<file path="src/rtl/dcpu16_pkg.sv">
// Shared definitions for the dcpu16 memory arbiter.
// Holds the arbiter FSM state encoding and the m_gnt grant codes.
package dcpu16_pkg;

    typedef enum logic [1:0] {
        IDLE   = 2'd0,
        BUSY_G = 2'd1,
        BUSY_F = 2'd2
    } marb_state_e;

    localparam logic [1:0] GNT_NONE = 2'b00;
    localparam logic [1:0] GNT_G    = 2'b01;
    localparam logic [1:0] GNT_F    = 2'b10;

endpackage

</file>
<file path="src/rtl/dcpu16_marb_port.sv">
// Per-master bookkeeping for the dcpu16 memory arbiter.
// Keeps a master's ack (and its read data) alive until the core's pipeline
// enable retires the access, and reports whether the master still needs service.
// Ports:
//   clk, rst    clock, synchronous active-high reset
//   stb         master strobe
//   ena         core pipeline enable (retires the access)
//   act         arbiter is currently serving this master
//   m_ack/m_dti memory acknowledge / read data
//   elig        master wants service and has not been served yet
//   ack/dti     acknowledge and read data presented to the master
module dcpu16_marb_port #(
    parameter int unsigned DW = 16
) (
    input  logic          clk,
    input  logic          rst,
    input  logic          stb,
    input  logic          ena,
    input  logic          act,
    input  logic          m_ack,
    input  logic [DW-1:0] m_dti,
    output logic          elig,
    output logic          ack,
    output logic [DW-1:0] dti
);

    logic          done;
    logic [DW-1:0] lat;
    logic          hit;

    assign hit = act & m_ack;

    // Done flag: set by our memory ack, cleared whenever the pipeline advances.
    always_ff @(posedge clk) begin
        if (rst) begin
            done <= 1'b0;
        end else if (ena) begin
            done <= 1'b0;
        end else if (hit) begin
            done <= 1'b1;
        end
    end

    // Read-data latch, captured on every ack (writes included).
    always_ff @(posedge clk) begin
        if (rst) begin
            lat <= '0;
        end else if (hit) begin
            lat <= m_dti;
        end
    end

    assign elig = stb & ~done;
    assign ack  = done | hit;
    assign dti  = done ? lat : m_dti;

endmodule

</file>
<file path="src/rtl/dcpu16_marb.sv">
// Two-master memory arbiter: merges the core's G-bus (operand read) and
// F-bus (fetch/writeback) onto one shared memory port.
// Optional feature macro: DCPU16_MARB_RR_EN selects round-robin arbitration;
// when undefined, F has fixed priority over G.
// Ports:
//   clk, rst                     clock, synchronous active-high reset
//   ena                          core pipeline enable
//   g_adr/g_stb/g_wre/g_dto      G-bus request;  g_dti/g_ack response
//   f_adr/f_stb/f_wre/f_dto      F-bus request;  f_dti/f_ack response
//   m_adr/m_stb/m_wre/m_dto      memory request (registered)
//   m_dti/m_ack                  memory response
//   m_gnt                        current grant: 00 none, 01 G, 10 F
module dcpu16_marb
    import dcpu16_pkg::*;
#(
    parameter int unsigned AW = 16,
    parameter int unsigned DW = 16
) (
    input  logic          clk,
    input  logic          rst,
    input  logic          ena,
    input  logic [AW-1:0] g_adr,
    input  logic          g_stb,
    input  logic          g_wre,
    input  logic [DW-1:0] g_dto,
    output logic [DW-1:0] g_dti,
    output logic          g_ack,
    input  logic [AW-1:0] f_adr,
    input  logic          f_stb,
    input  logic          f_wre,
    input  logic [DW-1:0] f_dto,
    output logic [DW-1:0] f_dti,
    output logic          f_ack,
    output logic [AW-1:0] m_adr,
    output logic          m_stb,
    output logic          m_wre,
    output logic [DW-1:0] m_dto,
    input  logic [DW-1:0] m_dti,
    input  logic          m_ack,
    output logic [1:0]    m_gnt
);

    marb_state_e   state, state_n;
    logic [AW-1:0] adr_q, adr_n;
    logic [DW-1:0] dto_q, dto_n;
    logic          wre_q, wre_n;
    logic          stb_q, stb_n;
    logic [1:0]    gnt_q, gnt_n;

    logic g_elig, f_elig;
    logic g_act, f_act;
    logic pick_f, pick_g;

    assign g_act = (state == BUSY_G);
    assign f_act = (state == BUSY_F);

    dcpu16_marb_port #(.DW(DW)) u_port_g (
        .clk   (clk),
        .rst   (rst),
        .stb   (g_stb),
        .ena   (ena),
        .act   (g_act),
        .m_ack (m_ack),
        .m_dti (m_dti),
        .elig  (g_elig),
        .ack   (g_ack),
        .dti   (g_dti)
    );

    dcpu16_marb_port #(.DW(DW)) u_port_f (
        .clk   (clk),
        .rst   (rst),
        .stb   (f_stb),
        .ena   (ena),
        .act   (f_act),
        .m_ack (m_ack),
        .m_dti (m_dti),
        .elig  (f_elig),
        .ack   (f_ack),
        .dti   (f_dti)
    );

`ifdef DCPU16_MARB_RR_EN
    // Last-grant register: 1 = F was granted last. Reset to G so F wins the first tie.
    logic last_f, last_f_n;

    always_ff @(posedge clk) begin
        if (rst) begin
            last_f <= 1'b0;
        end else begin
            last_f <= last_f_n;
        end
    end

    // On a tie, the master not granted last wins.
    assign pick_f = f_elig & (~g_elig | ~last_f);
`else
    assign pick_f = f_elig;
`endif
    assign pick_g = g_elig & ~pick_f;

    // State and memory-request registers.
    always_ff @(posedge clk) begin
        if (rst) begin
            state <= IDLE;
            adr_q <= '0;
            dto_q <= '0;
            wre_q <= 1'b0;
            stb_q <= 1'b0;
            gnt_q <= GNT_NONE;
        end else begin
            state <= state_n;
            adr_q <= adr_n;
            dto_q <= dto_n;
            wre_q <= wre_n;
            stb_q <= stb_n;
            gnt_q <= gnt_n;
        end
    end

    // Next-state: grant from IDLE, hold the request until the memory acks.
    always_comb begin
        state_n = state;
        adr_n   = adr_q;
        dto_n   = dto_q;
        wre_n   = wre_q;
        stb_n   = stb_q;
        gnt_n   = gnt_q;
`ifdef DCPU16_MARB_RR_EN
        last_f_n = last_f;
`endif
        case (state)
            IDLE: begin
                // m_ack seen here is stale and deliberately ignored.
                if (pick_f) begin
                    state_n = BUSY_F;
                    adr_n   = f_adr;
                    dto_n   = f_dto;
                    wre_n   = f_wre;
                    stb_n   = 1'b1;
                    gnt_n   = GNT_F;
`ifdef DCPU16_MARB_RR_EN
                    last_f_n = 1'b1;
`endif
                end else if (pick_g) begin
                    state_n = BUSY_G;
                    adr_n   = g_adr;
                    dto_n   = g_dto;
                    wre_n   = g_wre;
                    stb_n   = 1'b1;
                    gnt_n   = GNT_G;
`ifdef DCPU16_MARB_RR_EN
                    last_f_n = 1'b0;
`endif
                end
            end
            BUSY_G, BUSY_F: begin
                // Always return through IDLE: no back-to-back issue.
                if (m_ack) begin
                    state_n = IDLE;
                    stb_n   = 1'b0;
                    gnt_n   = GNT_NONE;
                end
            end
            default: begin
                state_n = IDLE;
                stb_n   = 1'b0;
                gnt_n   = GNT_NONE;
            end
        endcase
    end

    assign m_adr = adr_q;
    assign m_dto = dto_q;
    assign m_wre = wre_q;
    assign m_stb = stb_q;
    assign m_gnt = gnt_q;

endmodule

</file>
<file path="config.mk">
export PLATFORM = sky130hd
export DESIGN_NAME = dcpu16_marb
export DESIGN_NICKNAME = d
export VERILOG_FILES = /design/src/rtl/dcpu16_pkg.sv /design/src/rtl/dcpu16_marb_port.sv /design/src/rtl/dcpu16_marb.sv
export SDC_FILE = /design/constraint.sdc
export NUM_CORES = 1
export LEC_CHECK = 0
export CORE_MARGIN = 1
export CORE_UTILIZATION = 41
export CTS_CLUSTER_DIAMETER = 200
export CTS_CLUSTER_SIZE = 16
export DETAILED_ROUTE_END_ITERATION = 16
export PLACE_DENSITY = 0.8
export SETUP_SLACK_MARGIN = 0.3
export SYNTH_ARGS = -nofsm -noshare
export SYNTH_HDL_FRONTEND = slang
export SYNTH_SLANG_ARGS = --single-unit
</file>
<file path="constraint.sdc">
create_clock -name clk -period 1.7 [get_ports clk]
set_input_delay 0.17 -clock clk [delete_from_list [all_inputs] [get_ports clk]]
set_output_delay 0.17 -clock clk [all_outputs]
set_load 0.005 [all_outputs]
</file>
After elaboration in Yosys (flattened, before gate mapping)

Cells that the tools add are included.

Input bits: 88
Logic and storage cells: 45
Output and inout bits: 70
Register bits: 70

Muxes and demuxes: 16
Bitwise operators: 10
Eq/ne operators: 4
Reduce and logical (&&, ||, !) cells: 6

Operators by type and width:

| operator                                                        | count |
|---|---|
| 16-bit 2-to-1 mux                                               | 6 |
| 2-bit 2-to-1 mux                                                | 3 |
| 1-bit AND                                                       | 5 |
| 1-bit 2-to-1 mux                                                | 5 |
| 2-bit case mux with 2 select lines                              | 1 |
| 2-bit AND reduction                                             | 2 |
| 2-bit OR reduction                                              | 2 |
| 3-bit != test, second input constant                            | 1 |
| 1-bit inverter                                                  | 3 |
| 2-bit by 1-bit == test with 1-bit output, second input constant | 1 |
| 2-bit == test, second input constant                            | 1 |
| 2-bit logical NOT                                               | 1 |
| 2-bit != test, second input constant                            | 1 |
| 1-bit bitwise OR                                                | 2 |
| 1-bit case mux with 2 select lines                              | 1 |
| 2-bit nonzero test                                              | 1 |

Logic depth before layout (Yosys ltp)

Gate-level depths: netlist of run 1.

Depth after elaboration: 7
Depth in mapped cells: 7
Depth with buffers taken out: 5

Modules after synthesis

Synthesis of run 1 repeated with hierarchy kept, for this count alone.

Cells, all modules: 325
Area total of the unflattened synthesis: 3,817.4 µm²

By module, submodules not included:

| module           | area each (µm²) | cells an instance | seq. area each (µm²) | instances |
|---|---|---|---|---|
| dcpu16_marb_port | 1,026.0         | 96                | 340.3                | 2 |
| dcpu16_marb      | 1,765.4         | 133               | 720.7                | 1 |

Worst setup path after synthesis of run 1

Ideal clock, no wire load.

Kind: flip-flop to flip-flop
Start point: register, netlist name m_gnt[1]
End point: register u_port_g.lat[10]
Buffers on the path: 1
Clock period less this slack: 1.336 ns
Slack: 0.364 ns
Arrival time: 1.266 ns
Stages on the path, launching flop included: 7
Data required time: 1.630 ns
Path through: dfxtp_1 -> inv_1 -> ha_1 -> nand2_1 -> clkbuf_1 -> nand2_1 -> a21oi_1

RTL lines:

| element                | line                   | text |
|---|---|---|
| end signal: assignment | dcpu16_marb_port.sv:49 | `lat <= m_dti;` |
| end: declaration       | dcpu16_marb_port.sv:28 | `logic [DW-1:0] lat;` |

Worst setup path in the final report of run 1

Start point: register u_port_f.done
End point: register dto_q[15], in the netlist m_dto[15]

Word-level cells in the longest chain between the ends: 6
Elaborated cells between the ends (all ways): 7
Those cells by class: 1 x mux; 4 x bitwise; 2 x reduce/logical

RTL lines:

| element                              | line                   | text |
|---|---|---|
| start: declaration                   | dcpu16_marb_port.sv:27 | `logic done;` |
| start signal: assignment             | dcpu16_marb_port.sv:36 | `done <= 1'b0;` |
| start signal: assignment             | dcpu16_marb_port.sv:38 | `done <= 1'b0;` |
| start signal: assignment             | dcpu16_marb_port.sv:40 | `done <= 1'b1;` |
| 1-bit inverter (*)                   | dcpu16_marb_port.sv:53 | `assign elig = stb & ~done;` |
| 1-bit AND (*)                        | dcpu16_marb_port.sv:53 |  |
| 1-bit inverter                       | dcpu16_marb.sv:100     | `assign pick_g = g_elig & ~pick_f;` |
| 1-bit AND                            | dcpu16_marb.sv:100     |  |
| 2-bit nonzero test (no source line)  | n/a                    |  |
| 2-bit AND reduction (no source line) | n/a                    |  |
| end signal: assignment               | dcpu16_marb.sv:114     | `dto_q <= dto_n;` |
| end: declaration                     | dcpu16_marb.sv:45      | `logic [DW-1:0] dto_q, dto_n;` |

Every way passes the cells marked *; elsewhere a longest branch is shown, timed or not.
A chain may end at the register's enable or synchronous reset.

==> results.toml, run 1 <==
[status]
status = "completed"

[worst_hold_path]
hold_path_depth = 5
hold_path_class = "input pin to flip-flop"
hold_end = "m_adr[8]"
hp-start = "rst"

[synth]
synth.most_common_cell = "dfxtp_1"
ys.flop_type = "dfxtp_1"
synth_area_leaders = "dfxtp_1 (42%), mux2_2 (11%), mux2i_1 (9.9%)"
async_reset_ff_share_pct = 0
ys_types = 30
syn_nets = 447
netlist_instances = 356
ys_ff_latch = 70
synth_edf_count = 0
synth_top_area_share_pct = 42.2
postSynthAreaPerCell_um2 = 9.33
syn_area_um2 = 3320
ys_warn_count = 0
seq_area_frac_synth_pct = 42.2
yosys-top-cells-count = "dfxtp_1 (70), nand2_1 (67), nand2b_1 (36)"
yosys.area.top_type = "dfxtp_1"

[power]
p_int_mw = 3.23
seqPwrFrac_pct = 41.9
share_comb_of_total_power_pct = 32.2
pwr-share-clk_pct = 25.8
p_leak_nw = 2.41
power.density_nw_per_um2 = 745
finalPower_mw = 4.44
p_sw_mw = 1.21
swShare_pct = 27.2
ir_drop_v = 0.000452

[sta]
finClkSkew_ps = 6.71
worstMarginPinSlew_ps = 428
setup_violations = 0
clock.fmax_ghz = 0.600
fin_setup_tns_ps = 0
period_minus_slack_ps = 1670
final-hold-violation-count = 0
drv_slew = 0
relSlewSlack_pct = 71.4
fin_ws_ps = 34.4
holdWs_ps = 410
fin_crit_sh_pct = 98.0
rsz0062_at_grt = "true"

[critical_path]
crit_chain = "buf_16, buf_8, buf_6, nand2b_4, buf_6, buf_16, mux2i_2, o22ai_1"
rr_endpoint = "m_dto[15]"
crit_family = "buffers and inverters"
critical_path_class = "flip-flop to flip-flop"
cp.required_ps = 1910
rrSetupSlack_ps = 30
r2r_cells = 8
cp-start-kind = "flip-flop"
cp_max_fo = 8
crit_arrival_ps = 1870
slowest_stage = "dfxtp_4"
slowest_delay_ps = 380
critPathCaptureType = "flip-flop"
r2r-start = "u_port_f.done"
path_buf_inv = 5

[clock_tree]
insertion_delay_ps = 330
clk_pin_slew_worst_paths_ps = 70
root_buffer = "clkbuf_8"
cts_buffers = 9
htreeDepth = 3
hold_buffers = 0
clockBufferDepth = 2
clock-sinks = 70
cts_tree = "yes"

[route]
drt_pass1_iterations = 4
wire_per_inst_um = 18.9
vias = 3369
ant_nets = 0
drc = 0
initialDrtViolationCount = 140
drt_wl_total_um = 12200
vias_per_cell = 5.23

[placement]
dp_slack_ps = 89.2
dp_cells = 601
dp_hpwl_um = 6690
gp_routability_congestion = 0.764
portBuffers = 157

[floorplanning]
die-width_um = 92.0
chipHeight_um = 92.0
num_rows = 32
die-area_um2 = 8470
initial_core_util_pct = 42.8
core_area_um2 = 7770
io_pins = 158

[grt]
grt_max_degree = 41
grt_first_pass_wirelength_um = 17700
grt_pass1_vias = 3489
grt_overflow_total = 0
antenna_found_initial = 0
grt.total_usage_pct = 27.0

[run]
drv_cap = 0

[final_layout]
area_delta_synth_final_pct = 79.5
regArea_um2 = 1410
n_fill_cell = 513
final_layout_size_suffix_gt1_share_pct = 28.4
layout.cells.non_filler = 644
antenna_cells = 0
multiInputGateArea_um2 = 1980
nets = 631
state kept, by name, indices dropped and copies added, names as in the netlist:
signal and flops:
m_gnt 2, u_port_f.lat 16, m_wre 1, m_adr 16, m_stb 1, m_dto 16
u_port_g.lat 16, u_port_g.done 1, u_port_f.done 1
layout make-up:
cell class	count	area share, %
clock buffers	11	2.54
clock inverters	2	0.168
inverters	3	0.189
multi-input cells	256	33.2
flip-flops and latches	70	23.7
well taps	102	2.14
repair buffers	200	38.0
worst min-delay path, cell delays in order:
cell     delay, ps
buf_2          110
nor2b_1         50
o21ai_2         90
buf_4          170
o22ai_1         90
how the worst max path moves through the flow:
stage / startpoint / cells past startpoint / end / slack, ps
floorplan: m_gnt[1] / 6 / u_port_g.lat[10] / 360
global placement: m_ack / 4 / g_ack / 130
detailed placement: f_stb / 5 / m_adr[13] / 90
CTS: u_port_f.done / 5 / f_dti[9] / 30
global route: u_port_f.done / 8 / m_dto[15] / -10
finish: u_port_f.done / 8 / m_dto[15] / 30
timing repair:
action / in CTS / in global routing
gates cloned: 9 / 1
pin swaps: 5 / 7
hold endpoints to repair: 0 / 0
buffers inserted: 19 / 1
resized for setup: 223 / 45
endpoints found under the setup margin: 69 / 82
metrics by stage:
| step | area [um2] | utilization [%] |
|---|---|---|
| after global placement | 4980 | 64.1 |
| after detailed placement | 4980 | 64.1 |
| after global routing | 5960 | 76.8 |
| after CTS | 5740 | 73.9 |
| final | 5960 | 76.8 |
| after floorplan | 3320 | - |
cell families after synthesis:
family	synth area share (%)
multiplexers	20.8
AND/OR/NAND/NOR	17.1
AO/OA/AOI/OAI	12.4
buffers and inverters	6.37
flip-flops	42.2
adder cells (fa/ha/maj)	1.13
power groups by stage:
stage	clock, mW	combinational, mW	sequential, mW
after floorplan	0	0.485	1.89
after global placement	0	1.13	1.89
after detailed placement	0	1.15	1.90
after CTS	1.18	1.31	1.86
after global routing	1.23	1.51	1.87
final	1.15	1.43	1.86
layer usage:
layer / up-vias / GRT usage (%) / part of all wire [%]
met5: - / 0 / 0
met4: 0 / 9.11 / 1.6
met3: 17 / 6.38 / 6.8
met2: 132 / 49.6 / 51
met1: 1624 / 30.4 / 40
li1: 1596 / - / -
placed cells by master (no fill, tap or decap), types with 2 or more instances in the layout:
cell type	n
buf_4	7
o22ai_1	30
nor2b_2	2
ha_1	2
clkbuf_8	11
a21oi_1	33
mux2_2	6
buf_2	6
clkdlybuf4s50_1	117
buf_16	10
nand2b_4	3
dfxtp_1	66
buf_6	48
o22ai_2	3
dlymetal6s2s_1	5
mux2i_1	22
inv_1	3
nand2b_1	34
mux2i_2	4
buf_12	6
dfxtp_4	3
clkinv_2	2
nand2_1	65
nor3b_1	2
mux2_4	26
mux2i_4	7
Power figures use the tool's default switching activity.
==> inputs of run 2 (changes only) <==
--- a/config.mk
+++ b/config.mk
@@ -15,3 +15,4 @@
 export SYNTH_ARGS = -nofsm -noshare
 export SYNTH_HDL_FRONTEND = slang
 export SYNTH_SLANG_ARGS = --single-unit
+export TNS_END_PERCENT = 20
==> results.toml, run 2 (synthesis gave the netlist of run 1 again) <==
[sta]
fin_ws_ps = 39.4
holdWs_ps = 403
clock.fmax_ghz = 0.602
worstMarginPinSlew_ps = 436
fin_setup_tns_ps = 0
drv_slew = 0
rsz0062_at_grt = "true"
period_minus_slack_ps = 1660
fin_crit_sh_pct = 97.7
setup_violations = 0
relSlewSlack_pct = 70.9
final-hold-violation-count = 0
finClkSkew_ps = 9.98

[floorplanning]
initial_core_util_pct = 42.8
num_rows = 32
die-width_um = 92.0
chipHeight_um = 92.0
core_area_um2 = 7770
io_pins = 158
die-area_um2 = 8470

[final_layout]
nets = 621
layout_commonest_cell = "clkdlybuf4s50_1"
mostFrequentLayoutCells = "clkdlybuf4s50_1 (122), nand2_1 (66), dfxtp_1 (66), nand2b_1 (35), a21oi_1 (34)"
antenna_cells = 0
n_fill_cell = 595
final_layout_size_suffix_gt1_share_pct = 23.3
area_delta_synth_final_pct = 66.8

[critical_path]
cp.required_ps = 1530
critical_path_class = "flip-flop to primary output"
crit_arrival_ps = 1490
cp_max_fo = 4
critPathCaptureType = "primary output"
rrSetupSlack_ps = 110
cp-start-kind = "flip-flop"

[route]
initialDrtViolationCount = 126
vias_per_cell = 5.18
wire_per_inst_um = 16.9
vias = 3281
drt_wl_total_um = 10700
drt_pass1_iterations = 4
drc = 0
ant_nets = 0

[grt]
grt_overflow_total = 0
grt.total_usage_pct = 23.4
grt_first_pass_wirelength_um = 15700
antenna_found_initial = 0
grt_pass1_vias = 3306
grt_max_degree = 41

[power]
p_leak_nw = 2.19
ir_drop_v = 0.000456
power.density_nw_per_um2 = 767

[placement]
portBuffers = 157
dp_hpwl_um = 6690
dp_slack_ps = 89.2
gp_routability_congestion = 0.764

[clock_tree]
clockBufferDepth = 2
insertion_delay_ps = 330
root_buffer = "clkbuf_8"
cts_tree = "yes"
htreeDepth = 3
cts_buffers = 9
clk_pin_slew_worst_paths_ps = 70
hold_buffers = 0
clock-sinks = 70

[worst_hold_path]
hold_path_class = "input pin to flip-flop"

[status]
status = "completed"

[run]
drv_cap = 0
-- run 2: changes by cell type in the layout (fill, tap and decap cells not counted), sizes merged --
cell           previous run  this run
buf                      78        56
clkbuf                   11        20
clkdlybuf4s50           117       122
dlymetal6s2s              5         0
dlygate4sd2               0         2
clkdlybuf4s15             0         1
-- run 2: worst paths after layout --
path | from | end | depth (start not counted)
hold reg to reg | u_port_g.lat[0] | u_port_g.lat[0] | 2
setup / recovery | u_port_f.done | f_dti[9] | 5
hold / removal | rst | m_dto[15] | 5
setup reg to reg | u_port_f.done | m_dto[8] | 7
-- run 2: through the flow --
step           cell area, um2  power (mW)  cells  util [%]
3_3_place_gp             4980        3.01    601      64.1
4_1_cts                  5390        4.22    629      69.4
3_5_place_dp             4980        3.04    601      64.1
2_1_floorplan            3320        2.38    356         -
6_report                 5540        4.25    634      71.3
5_1_grt                  5540        4.44    634      71.3
-- run 2: power breakdown --
part	switching, mW	internal [mW]	total [mW]
Combinational	0.482	0.760	1.24
Sequential	0.0817	1.78	1.86
Clock	0.567	0.580	1.15
Total	1.13	3.12	4.25
-- run 2: final cells by class --
cell class	instances	area, um2	area share [%]
Inverter	3	11.3	0.203
Clock buffer	11	151	2.73
Multi-Input combinational cell	256	1830	33.0
Tap cell	102	128	2.30
Sequential cell	70	1410	25.5
Clock inverter	2	10.0	0.181
Timing Repair Buffer	190	2000	36.1
-- run 2: repair_timing --
action	CTS	global route
setup endpoints to repair	69	75
cloned	4	3
resized for setup	160	24
pin swaps	0	1
buffers inserted	11	2
-- run 2: layer usage --
layer | wire length, um | track usage [%]
met3 | 841 | 5.97
met2 | 5320 | 42.1
met4 | 119 | 7.68
met5 | 0 | 0
met1 | 4420 | 26.8
-- run 2: critical path, stage by stage (launching register included) --
cell	delay [ps]
dfxtp_4	380
buf_6	130
buf_16	130
buf_6	110
mux2_4	300
buf_6	120
